`src/rtl/id_ex_register.sv`:
```
// Decode-to-execute pipeline register with stall hold, flush bubble insertion
// and a saturating bubble counter for performance debug.
module id_ex_register #(
  parameter int unsigned XLEN  = 32,
  parameter int unsigned CNT_W = 16
) (
  input  logic             clk,
  input  logic             rst,
  input  logic             FlushE,
  input  logic             StallE,
  input  logic             ValidD,
  input  logic             RegWriteD,
  input  logic [1:0]       ResultSrcD,
  input  logic             MemWriteD,
  input  logic             JumpD,
  input  logic             BranchD,
  input  logic             bne_selD,
  input  logic             lui_selD,
  input  logic             jalr_selD,
  input  logic [2:0]       ALUControlD,
  input  logic             ALUSrcD,
  input  logic [XLEN-1:0]  RD1D,
  input  logic [XLEN-1:0]  RD2D,
  input  logic [XLEN-1:0]  PCD,
  input  logic [XLEN-1:0]  PCPlus4D,
  input  logic [XLEN-1:0]  ImmExtD,
  input  logic [4:0]       Rs1D,
  input  logic [4:0]       Rs2D,
  input  logic [4:0]       RdD,
  output logic             RegWriteE,
  output logic [1:0]       ResultSrcE,
  output logic             MemWriteE,
  output logic             JumpE,
  output logic             BranchE,
  output logic             bne_selE,
  output logic             lui_selE,
  output logic             jalr_selE,
  output logic [2:0]       ALUControlE,
  output logic             ALUSrcE,
  output logic [XLEN-1:0]  RD1E,
  output logic [XLEN-1:0]  RD2E,
  output logic [XLEN-1:0]  PCE,
  output logic [XLEN-1:0]  PCPlus4E,
  output logic [XLEN-1:0]  ImmExtE,
  output logic [4:0]       Rs1E,
  output logic [4:0]       Rs2E,
  output logic [4:0]       RdE,
  output logic             ValidE,
  output logic [CNT_W-1:0] BubbleCount
);

  typedef struct packed {
    logic            reg_write;
    logic [1:0]      result_src;
    logic            mem_write;
    logic            jump;
    logic            branch;
    logic            bne_sel;
    logic            lui_sel;
    logic            jalr_sel;
    logic [2:0]      alu_control;
    logic            alu_src;
    logic [XLEN-1:0] rd1;
    logic [XLEN-1:0] rd2;
    logic [XLEN-1:0] pc;
    logic [XLEN-1:0] pc_plus4;
    logic [XLEN-1:0] imm_ext;
    logic [4:0]      rs1;
    logic [4:0]      rs2;
    logic [4:0]      rd;
    logic            valid;
  } ex_bundle_t;

  ex_bundle_t       w_d;
  ex_bundle_t       r_e;
  logic             w_bubble;
  logic [CNT_W-1:0] r_bubble_cnt;

  assign w_d = '{
    reg_write:   RegWriteD,
    result_src:  ResultSrcD,
    mem_write:   MemWriteD,
    jump:        JumpD,
    branch:      BranchD,
    bne_sel:     bne_selD,
    lui_sel:     lui_selD,
    jalr_sel:    jalr_selD,
    alu_control: ALUControlD,
    alu_src:     ALUSrcD,
    rd1:         RD1D,
    rd2:         RD2D,
    pc:          PCD,
    pc_plus4:    PCPlus4D,
    imm_ext:     ImmExtD,
    rs1:         Rs1D,
    rs2:         Rs2D,
    rd:          RdD,
    valid:       ValidD
  };

  // Flush loads constant zero and stall recirculates, so D-side X never reaches E then.
  always_ff @(posedge clk or posedge rst) begin
    if (rst)
      r_e <= '0;
    else if (FlushE)
      r_e <= '0;
    else if (!StallE)
      r_e <= w_d;
  end

  // Explicit flush, or an empty decode slot moving forward, both count as a bubble.
  assign w_bubble = FlushE | (~StallE & ~ValidD);

  always_ff @(posedge clk or posedge rst) begin
    if (rst)
      r_bubble_cnt <= '0;
    else if (w_bubble && (r_bubble_cnt != '1))
      r_bubble_cnt <= r_bubble_cnt + CNT_W'(1);
  end

  assign RegWriteE   = r_e.reg_write;
  assign ResultSrcE  = r_e.result_src;
  assign MemWriteE   = r_e.mem_write;
  assign JumpE       = r_e.jump;
  assign BranchE     = r_e.branch;
  assign bne_selE    = r_e.bne_sel;
  assign lui_selE    = r_e.lui_sel;
  assign jalr_selE   = r_e.jalr_sel;
  assign ALUControlE = r_e.alu_control;
  assign ALUSrcE     = r_e.alu_src;
  assign RD1E        = r_e.rd1;
  assign RD2E        = r_e.rd2;
  assign PCE         = r_e.pc;
  assign PCPlus4E    = r_e.pc_plus4;
  assign ImmExtE     = r_e.imm_ext;
  assign Rs1E        = r_e.rs1;
  assign Rs2E        = r_e.rs2;
  assign RdE         = r_e.rd;
  assign ValidE      = r_e.valid;
  assign BubbleCount = r_bubble_cnt;

endmodule

```
`config.mk`:
```
export PLATFORM = sky130hd
export DESIGN_NAME = id_ex_register
export DESIGN_NICKNAME = d
export VERILOG_FILES = /design/src/rtl/id_ex_register.sv
export SDC_FILE = /design/constraint.sdc
export NUM_CORES = 1
export LEC_CHECK = 0
export ABC_AREA = 1
export CORE_MARGIN = 2
export CORE_UTILIZATION = 38
export DETAILED_ROUTE_END_ITERATION = 10
export GPL_TIMING_DRIVEN = 0
export PLACE_DENSITY = 0.75
export SLEW_MARGIN = 20
export SYNTH_ARGS = -nofsm -noshare
export SYNTH_HDL_FRONTEND = slang
export SYNTH_SLANG_ARGS = --single-unit
```
`constraint.sdc`:
```
create_clock -name clk -period 6.4 [get_ports clk]
set_input_delay 0.64 -clock clk [delete_from_list [all_inputs] [get_ports clk]]
set_output_delay 0.64 -clock clk [all_outputs]
set_load 0.02 [all_outputs]
```
# Word level (Yosys, flattened, before mapping)
# Index checks and enable logic that the tools add are counted.
[op_classes]
muxes = 2
n_reduce_logical = 1
addsub = 1
eq_ne = 2
n_bitwise = 4
[op_table]
columns = ["cell", "n"]
rows = [
  ["$mux 189", 2],
  ["$add 16x1->16 const B", 1],
  ["$ne 16x16->1 const B", 1],
  ["$ne 2x2->1 const B", 1],
  ["$not 1->1", 2],
  ["$and 1x1->1", 1],
  ["$logic_and 1x1->1", 1],
  ["$or 1x1->1", 1],
]
[totals]
inputBits = 193
regBits = 205

# Logic depth before layout (Yosys ltp)
[depth]
depth_word = 4
mapped_depth = 9

# Least setup slack after synthesis
# Ideal clock, no wire load.
[synth_timing]
path_kind = "flip-flop to flip-flop"
start = "reg r_bubble_cnt[0] (netlist: BubbleCount[0])"
end = "reg r_bubble_cnt[10] (netlist: BubbleCount[10])"
arrival_ps = 1487
path_stages_with_launch = 10
period_less_slack_ps = 1604
slack_ps = 4796
required_ps = 6283
n_path_buf = 1
setup_ps = 117
cell_sequence = "dfrtp_1 ha_1 inv_2 nor2_4 nand2_2 nor2_4 nor2_4 buf_6 nand2_1 nand2_1"
[synth_between]
elab_chain_cells = 2
[synth_lines]
columns = ["element", "line", "rtl"]
rows = [
  ["start: declaration", "77", "logic [CNT_W-1:0] r_bubble_cnt;"],
  ["start signal: assignment", "118", "r_bubble_cnt <= r_bubble_cnt + CNT_W'(1);"],
  ["branches (longest 2 deep; another with $add 16x1->16)", "n/a", ""],
]
# Parallel ways; which one is timed is not known.
# A chain may end at the register's enable or synchronous reset.

# Worst setup path in the final report
[layout_timing]
start = "reg r_bubble_cnt[12] (netlist: BubbleCount[12])"
end = "out BubbleCount[12]"
[layout_lines]
columns = ["element", "line", "rtl"]
rows = [
  ["end: declaration", "49", "output logic [CNT_W-1:0] BubbleCount"],
]
# No word-level cell between the ends.

==> results.cfg <==
[cells_and_area]
n_antenna_cell = 0
final_area_um2 = 13730
syn_to_final_growth_pct = 59.00
final_cells = 1707
nNetsFinal = 1604
layout_commonest_cell = clkdlybuf4s50_1
drive_above_1_share_pct = 6.962
final_cell_mix = clkdlybuf4s50_1, nand2_1, dfrtp_1
num-fill-cells = 1901

[drt]
firstDrtPassIters = 7
avgViaCountPerCell = 5.014
wl_per_cell_um = 17.91
drc = 0
ant_nets = 0
drt_first_iter_violations = 528
vias = 8559
wl_um = 30580

[pwr]
power_mw = 3.400
ir_drop_v = 0.0001824
cellPowerDensity_nw_per_um2 = 247.7
leakagePower_nw = 6.304

[yosys]
synthCells = 987
ys_seq_area_share_pct = 59.42
yosysTopAreaCellShare_pct = 59.42
synth_top_family_by_area = simple AND/OR/NAND/NOR gates
avgSynthCellArea_um2 = 8.747
muxShareOfSynthArea_pct = 0
synth.ff_latch_count = 205
mappedNetlistNets = 1181
yosysUniqueCellTypes = 23
yosys_warnings = 0
synth_compound_area_share_pct = 6.159
synth_fa_ha_area_share_pct = 0.1449
synth_area_um2 = 8633
synth_area_leaders = dfrtp_1, nand2_1, nand3_1
synth-simple-area-share_pct = 29.00
synth_top_area_cell = dfrtp_1
synthXorXnorAreaFrac_pct = 0.3043

[timing]
fmax_mhz = 432.3
worst_slack_ns = 4.087
worst_slew_pin_slew_ns = 0.7210
finalSetupViolations = 0
hold_viol = 0
rsz0062_at_grt = false
skew_ns = 0.01624
period_share_pct = 36.15
max_slew_margin_pct = 51.93
report.final.slew_viol_count = 0
fin_crit_ns = 2.313

[hold_path]
hold_path.class = in -> async

[die]
chipHeight_um = 154.7
rows = 55
die_x_um = 154.7
coreArea_um2 = 22500
start_util_pct = 38.37
dieArea_um2 = 23940
ios = 398

[placement]
placement.cell_area_um2 = 13010
numPortBuffers = 395
gp_congestion = 0.8775
dp.cells = 1669
dp_worst_setup_slack_ns = 4.397
dp_hpwl_um = 22450

[clock_tree]
cts_buffer_depth = 3
cts_tree = yes
cts.sinks = 205
clkTransAtPathRegs_ns = 0.06
post_cts_buffers = 0
clk_latency_ns = 0.52
cts_resized = 0
clockRootBuffer = clkbuf_16
cts_buffers = 24
postCtsHoldBufs = 0
htreeDepth = 1

[global_routing]
grt_pass1_wl_um = 47220
antenna_found_initial = 0
grt-ovfl-total = 0
grt.total_usage_pct = 24.97
grt_max_degree = 96
first_global_vias = 8540

[worst_setup_path]
crit_arrival_ns = 1.67
worstSetupEndpointType = primary output
worst_path_largest_cell_delay_ns = 0.70
crit_buf_inv = 1
slowest_stage = clkdlybuf4s50_1
reg2reg_depth = 9
cp_top_family = buffers and inverters
crit_type = reg -> out
startpoint_type = flop
timing.rr.end = BubbleCount[9]
critical_path_required_ns = 5.76
critical_path.max_fanout = 6
worstPathCellList = clkdlybuf4s50_1
r2r-start = BubbleCount[0]
reg2reg_slack_ns = 4.69

[run_status]
status = complete, no violations

[flow_run]
drv_cap = 0
-- cell type report --
class	count	area (um^2)	share of cell area, %
Buffer	73	339.1	2.470
Timing Repair Buffer	397	4009	29.20
Clock inverter	5	36.28	0.2643
Clock buffer	33	684.4	4.986
Sequential cell	205	5130	37.37
Tap cell	285	356.6	2.598
Inverter	24	97.59	0.7110
Multi-Input combinational cell	685	3074	22.40
-- synth_stat cells --
library cell    n
nand2_1       341
nor2_1         20
o21ai_0         2
nand3b_1        2
buf_6           2
a21oi_1        94
xor2_1          2
buf_2          40
nor2_2          1
nand4_1         7
o21ai_4         1
inv_1          20
inv_2           4
dfrtp_1       205
clkbuf_1       25
nand2_4         2
nand3_1       199
buf_1           6
xnor2_1         1
nand2_2         5
nor2_4          3
ha_1            1
o21ai_2         4
-- report_power, final --
| group | total (mW) | internal [mW] | leakage (nW) | switching [mW] |
|---|---|---|---|---|
| clock | 1.27 | 0.739 | 0.359 | 0.531 |
| sequential | 1.45 | 1.38 | 2.72 | 0.0698 |
| combinational | 0.680 | 0.322 | 3.22 | 0.358 |
-- metal layers --
layer  GRT usage [%]  vias to the layer above  share of wire [%]
met3           6.612                       63                8.0
met2           42.11                      358                 49
met5               0                        -                  0
li1                -                     4071                  -
met4           8.245                        0                3.0
met1           31.32                     4067                 40
-- metrics by stage --
| step | hold slack, ns | TNS, ns | util [%] |
|---|---|---|---|
| 3_5_place_dp | 0.4941 | 0 | 57.80 |
| 5_1_grt | 0.4678 | 0 | 61.00 |
| 3_3_place_gp | 0.4882 | -540.49 | 57.52 |
| 6_report | 0.4600 | 0 | 61.00 |
| 4_1_cts | 0.4509 | 0 | 61.00 |
| 2_1_floorplan | 0.6025 | 0 | - |
-- worst max-delay path by stage --
| stage | start | end | cells past startpoint |
|---|---|---|---|
| after floorplan | rst | ALUControlE[0] | 1 |
| after global placement | rst | PCPlus4E[30] | 2 |
| after detailed placement | ValidD | BubbleCount[12] | 7 |
| after CTS | BubbleCount[12] | BubbleCount[12] | 1 |
| after global routing | BubbleCount[12] | BubbleCount[12] | 1 |
| final | BubbleCount[12] | BubbleCount[12] | 1 |
-- state kept, by name, summed over array words and instances (netlist names), 2 cells and up --
name         flops
ImmExtE         32
RD1E            32
BubbleCount     16
ALUControlE      3
RdE              5
ResultSrcE       2
Rs1E             5
Rs2E             5
PCE             32
RD2E            32
PCPlus4E        32
-- logic make-up after synthesis --
family,count (synthesis)
AOI/OAI and AO/OA,101
adders and majority gates,1
and+or+nand+nor,580
buffers and inverters,97
DFF,205
xor gates and xnor gates,3
(Power assumes the default switching activity.)
